**src/rtl/nou_queue_rr_arbiter.sv**
```systemverilog
// Round-robin arbiter sharing one registered output stage among NUM_REQUESTERS fifo_queue read ports.
// Define NOU_ARB_BURST_EN to let a winner keep priority for up to BURST_LEN consecutive grants.
module nou_queue_rr_arbiter #(
    parameter int NUM_REQUESTERS             = 4,
    parameter int SINGLE_ENTRY_WIDTH_IN_BITS = 64,
    parameter int REQUESTER_ID_WIDTH_IN_BITS = 2,
    parameter int BURST_LEN                  = 4
) (
    input  logic                                                 clk_in,
    input  logic                                                 reset_in,
    input  logic [NUM_REQUESTERS*SINGLE_ENTRY_WIDTH_IN_BITS-1:0] request_flatted_in,
    input  logic [NUM_REQUESTERS-1:0]                            request_valid_flatted_in,
    output logic [NUM_REQUESTERS-1:0]                            issue_ack_flatted_out,
    output logic [SINGLE_ENTRY_WIDTH_IN_BITS-1:0]                request_out,
    output logic [REQUESTER_ID_WIDTH_IN_BITS-1:0]                request_id_out,
    output logic                                                 request_valid_out,
    input  logic                                                 issue_ack_in
);

    localparam int N   = NUM_REQUESTERS;
    localparam int W   = SINGLE_ENTRY_WIDTH_IN_BITS;
    localparam int IDW = REQUESTER_ID_WIDTH_IN_BITS;
    localparam logic [IDW-1:0] LAST_ID = IDW'(N - 1);

    if (IDW != $clog2(N) || N < 2 || BURST_LEN < 1) begin : g_param_check
        $error("nou_queue_rr_arbiter: inconsistent parameters");
    end

    typedef enum logic {IDLE, BUSY} state_t;

    state_t         state_q, state_d;
    logic [IDW-1:0] last_grant_ptr;
    logic [IDW-1:0] search_start;
    logic [IDW-1:0] winner;
    logic [W-1:0]   winner_entry;
    logic           any_valid;
    logic           can_load;
    logic           grant;

    function automatic logic [IDW-1:0] wrap_inc(input logic [IDW-1:0] p);
        return (p == LAST_ID) ? '0 : p + IDW'(1);
    endfunction

`ifdef NOU_ARB_BURST_EN
    localparam int CNT_W = (BURST_LEN > 1) ? $clog2(BURST_LEN) : 1;

    logic [CNT_W-1:0] burst_cnt;
    logic             burst_armed;
    logic             keep_priority;

    // burst_armed stops the reset value of last_grant_ptr from claiming a burst before any grant
    assign keep_priority = burst_armed && request_valid_flatted_in[last_grant_ptr]
                           && (int'(burst_cnt) < BURST_LEN - 1);
    assign search_start  = keep_priority ? last_grant_ptr : wrap_inc(last_grant_ptr);

    always_ff @(posedge clk_in or negedge reset_in) begin
        if (!reset_in) begin
            burst_cnt   <= '0;
            burst_armed <= 1'b0;
        end else if (grant) begin
            burst_armed <= 1'b1;
            if (winner == last_grant_ptr && keep_priority)
                burst_cnt <= burst_cnt + CNT_W'(1);
            else
                burst_cnt <= '0;
        end
    end
`else
    assign search_start = wrap_inc(last_grant_ptr);
`endif

    always_comb begin
        logic [IDW-1:0] cand;
        winner    = '0;
        any_valid = 1'b0;
        cand      = '0;
        for (int k = 0; k < N; k++) begin
            cand = IDW'((int'(search_start) + k) % N);
            if (!any_valid && request_valid_flatted_in[cand]) begin
                any_valid = 1'b1;
                winner    = cand;
            end
        end
    end

    always_comb begin
        winner_entry = '0;
        for (int k = 0; k < N; k++) begin
            if (winner == IDW'(k))
                winner_entry = request_flatted_in[k*W +: W];
        end
    end

    // reset_in gating keeps the upstream acks silent while reset is held
    assign can_load = ~request_valid_out | issue_ack_in;
    assign grant    = reset_in & can_load & any_valid;

    always_comb begin
        issue_ack_flatted_out = '0;
        if (grant)
            issue_ack_flatted_out[winner] = 1'b1;
    end

    always_ff @(posedge clk_in or negedge reset_in) begin
        if (!reset_in)
            last_grant_ptr <= LAST_ID;
        else if (grant)
            last_grant_ptr <= winner;
    end

    always_ff @(posedge clk_in or negedge reset_in) begin
        if (!reset_in) begin
            request_out    <= '0;
            request_id_out <= '0;
        end else if (grant) begin
            request_out    <= winner_entry;
            request_id_out <= winner;
        end
    end

    always_ff @(posedge clk_in or negedge reset_in) begin
        if (!reset_in)
            state_q <= IDLE;
        else
            state_q <= state_d;
    end

    always_comb begin
        state_d = state_q;
        case (state_q)
            IDLE:    if (grant) state_d = BUSY;
            BUSY:    if (issue_ack_in && !grant) state_d = IDLE;
            default: state_d = IDLE;
        endcase
    end

    always_comb begin
        request_valid_out = (state_q == BUSY);
    end

endmodule

```
**config.mk**
```make
export PLATFORM = sky130hd
export DESIGN_NAME = nou_queue_rr_arbiter
export DESIGN_NICKNAME = d
export VERILOG_FILES = /design/src/rtl/nou_queue_rr_arbiter.sv
export SDC_FILE = /design/constraint.sdc
export NUM_CORES = 1
export LEC_CHECK = 0
export CAP_MARGIN = 5
export CORE_AREA = 2 2 129 131
export CTS_CLUSTER_DIAMETER = 60
export CTS_CLUSTER_SIZE = 12
export DETAILED_ROUTE_END_ITERATION = 12
export DIE_AREA = 0 0 131 133
export PLACE_DENSITY_LB_ADDON = 0.08
export SYNTH_ARGS = -nofsm -noshare
export SYNTH_HDL_FRONTEND = slang
export SYNTH_SLANG_ARGS = --single-unit
export TNS_END_PERCENT = 10
```
**constraint.sdc**
```tcl
create_clock -name clk_in -period 9.7 [get_ports clk_in]
set_input_delay 2.91 -clock clk_in [delete_from_list [all_inputs] [get_ports clk_in]]
set_output_delay 2.91 -clock clk_in [all_outputs]
set_load 0.005 [all_outputs]
```
==> results.json <==
{
  "cts.repair.resized": 0,
  "wl_per_cell_um": 16.42,
  "skew_ns": 0.004732,
  "synthXorXnorAreaFrac": 0.001798,
  "postCtsHoldBufs": 0,
  "die_w_um": 131,
  "worstPathRequired_ns": 6.79,
  "synth_area_per_cell_sq_um": 10.36,
  "routed_wl_mm": 16.54,
  "cts_setup_buffers": 0,
  "syn-cell-area_sq_um": 4871,
  "critical_path.max_stage_delay_ns": 0.70,
  "synth_ff_type": "dfrtp_1",
  "holdWs_ns": 0.4805,
  "port_buffers": 333,
  "start_kind": "input pin",
  "outcome": "complete, no violations",
  "fin_setup_tns_ns": 0,
  "total_power_mw": 2.827,
  "path_clk_slew_ns": 0.05,
  "crit_fanout": 19,
  "dpl.hpwl_mm": 13.17,
  "powerDensity_nw_per_um2": 329.1,
  "nFillCells": 1459,
  "synth_compound_area_frac": 0.1408,
  "rows": 47,
  "initial_core_util": 0.3012,
  "synthTopCellsByCount": "132 x mux2i_1, 67 x dfrtp_1, 46 x nand2_1, 44 x mux2_2, 42 x o21ai_1",
  "synthMuxAreaShare": 0.3822,
  "path_cells": "clkdlybuf4s50_1 > mux2i_1 > mux2i_1 > o21bai_2 > mux2i_4 > nand2_1 > nor2_1 > clkdlybuf4s50_1",
  "drive_gt1_frac": 0.09911,
  "fmax_mhz": 114.5,
  "finalHoldViolCount": 0,
  "antenna_cells": 0,
  "place_congestion": 0.8174,
  "fin_util": 0.5312,
  "drt_pass1_iterations": 4,
  "ctsHtreeMaxLevel": 3,
  "route.detailed.drc": 0,
  "critPathKind": "input pin to output port",
  "grt_setup_unrepaired": "false",
  "rr_worst_depth": 10,
  "synth.top_cell.area_share": 0.3442,
  "whs_path_depth": 2,
  "cts_tree": "yes",
  "vdd_drop_max_uv": 230.7,
  "synth_fa_ha_area_frac": 0.007706,
  "ys_seq_area_frac": 0.3550,
  "drv_slew": 0,
  "min_to": "request_out[39]",
  "tightest_slew_ns": 1.004,
  "design_area_sq_um": 8591,
  "min-delay-start": "request_out[39]",
  "antenna_found_initial": 0,
  "syn_to_final_growth_pct": 76.37,
  "yosysMostFrequentCell": "mux2i_1",
  "grt_pass1_wl_mm": 25.31,
  "placed_area_sq_um": 8305,
  "ys_ff_latch": 69,
  "power_leakage_nw": 3.823,
  "max_slew_margin": 0.3308,
  "die_h_um": 133,
  "finalCriticalPeriod_ns": 8.732,
  "yosysWarningCount": 0,
  "drtIter0Drc": 142,
  "grt_use_total": 0.1851,
  "r2r_slack_ns": 5.19,
  "cts_buffers": 9,
  "final_nets": 1050,
  "maxCapViolations": 0,
  "clk_latency_ns": 0.32,
  "worstReg2RegStart": "last_grant_ptr[0]",
  "async_flop_share": 1.000,
  "critPathTopFamily": "multiplexers",
  "synth-simple-area-share": 0.05908,
  "yosys.cell_types.count": 45,
  "arrival_ns": 5.82,
  "crit_path_end_kind": "output port",
  "grt_pass1_vias": 4959,
  "hp-class": "flop to flop",
  "slowest_stage": "mux2i_4",
  "clockRootBuffer": "clkbuf_16",
  "synth_enable_flop_cells": 0,
  "synth_nets": 736,
  "die-area_sq_um": 17420,
  "grt_max_degree": 88,
  "period_share": 0.9002,
  "clock-sinks": 69,
  "core-area_sq_um": 16170,
  "antenna_left": 0,
  "yosys-top-cells-area": "dfrtp_1 34%, mux2i_1 27%, mux2_2 10%",
  "clockBufferDepth": 2,
  "setup-violations-final": 0,
  "grt-ovfl-total": 0,
  "rr_endpoint": "request_out[58]",
  "vias_per_cell": 4.694,
  "yosysTopAreaCell": "dfrtp_1",
  "synth_top_family_by_area": "multiplexers",
  "ioPinCount": 334,
  "syn-instance-count": 470,
  "vias": 4727,
  "crit_buf_inv": 2
}
[kinds of logic after synthesis]
logic type / after synthesis
DFF: 69
muxes: 178
and+or+nand+nor: 67
AOI/OAI and AO/OA: 109
adders and majority gates: 3
xor gates and xnor gates: 1
buffers and inverters: 43
[through the flow]
| step | instances | setup slack, ns |
|---|---|---|
| after floorplan | 470 | 2.095 |
| after global placement | 993 | 1.143 |
| after detailed placement | 993 | 1.051 |
| after CTS | 1007 | 1.022 |
| after global routing | 1007 | 0.7487 |
| final | 1007 | 0.9678 |
[cell type report]
type / count / area [sq um] / share of cell area
clock inverters: 1 / 5.005 / 0.0005826
repair buffers: 341 / 3391 / 0.3947
flip-flops and latches: 69 / 1729 / 0.2013
clock buffers: 13 / 280.3 / 0.03262
well taps: 220 / 275.3 / 0.03204
multi-input cells: 358 / 2892 / 0.3366
inverters: 5 / 18.77 / 0.002185
[sequential cells by signal, summed over array words and instances (netlist names)]
register / cells
last_grant_ptr: 2
request_id_out: 2
request_valid_out: 1
request_out: 64
[report_power, final]
group / total, mW / internal (mW) / switching, mW
combinational: 2.00 / 1.09 / 0.913
sequential: 0.518 / 0.436 / 0.0816
clock: 0.309 / 0.198 / 0.112
[worst max-delay path by stage]
| stage | start | to | cells past startpoint |
|---|---|---|---|
| finish | request_valid_flatted_in[2] | issue_ack_flatted_out[2] | 8 |
| detailed placement | request_valid_flatted_in[2] | issue_ack_flatted_out[2] | 8 |
| floorplan | request_valid_flatted_in[2] | issue_ack_flatted_out[2] | 9 |
| CTS | request_valid_flatted_in[2] | issue_ack_flatted_out[2] | 8 |
| global placement | request_valid_flatted_in[2] | issue_ack_flatted_out[2] | 8 |
| global route | request_valid_flatted_in[2] | issue_ack_flatted_out[2] | 8 |
[layer usage]
metal / wire, um / up-vias / GRT usage
met1: 6128 / 2157 / 0.1988
met5: 0 / - / 0
met3: 1075 / 31 / 0.03922
li1: - / 2351 / -
met4: 508 / 0 / 0.07092
met2: 8827 / 188 / 0.3472
[cell usage in the layout (no fill, tap or decap), types with 2 or more instances in the layout]
master,n
clkbuf_8,4
clkbuf_16,9
a21oi_1,27
o2bb2ai_1,22
or3_1,3
nand2_1,45
o21ai_1,42
ha_1,3
mux2i_1,132
nand2b_1,2
inv_1,4
mux2_2,44
dfstp_2,2
clkdlybuf4s50_1,332
o21ai_0,3
nor2_1,8
dfrtp_1,67
buf_4,9
[tightest hold or removal path, delay by kind of cell, from the launching register on]
family	cells	cell delay [ns]
AO/OA/AOI/OAI	1	0.06
flip-flops	1	0.34
AND/OR/NAND/NOR	1	0.05
No activity file was read; power rests on OpenSTA's default activity.
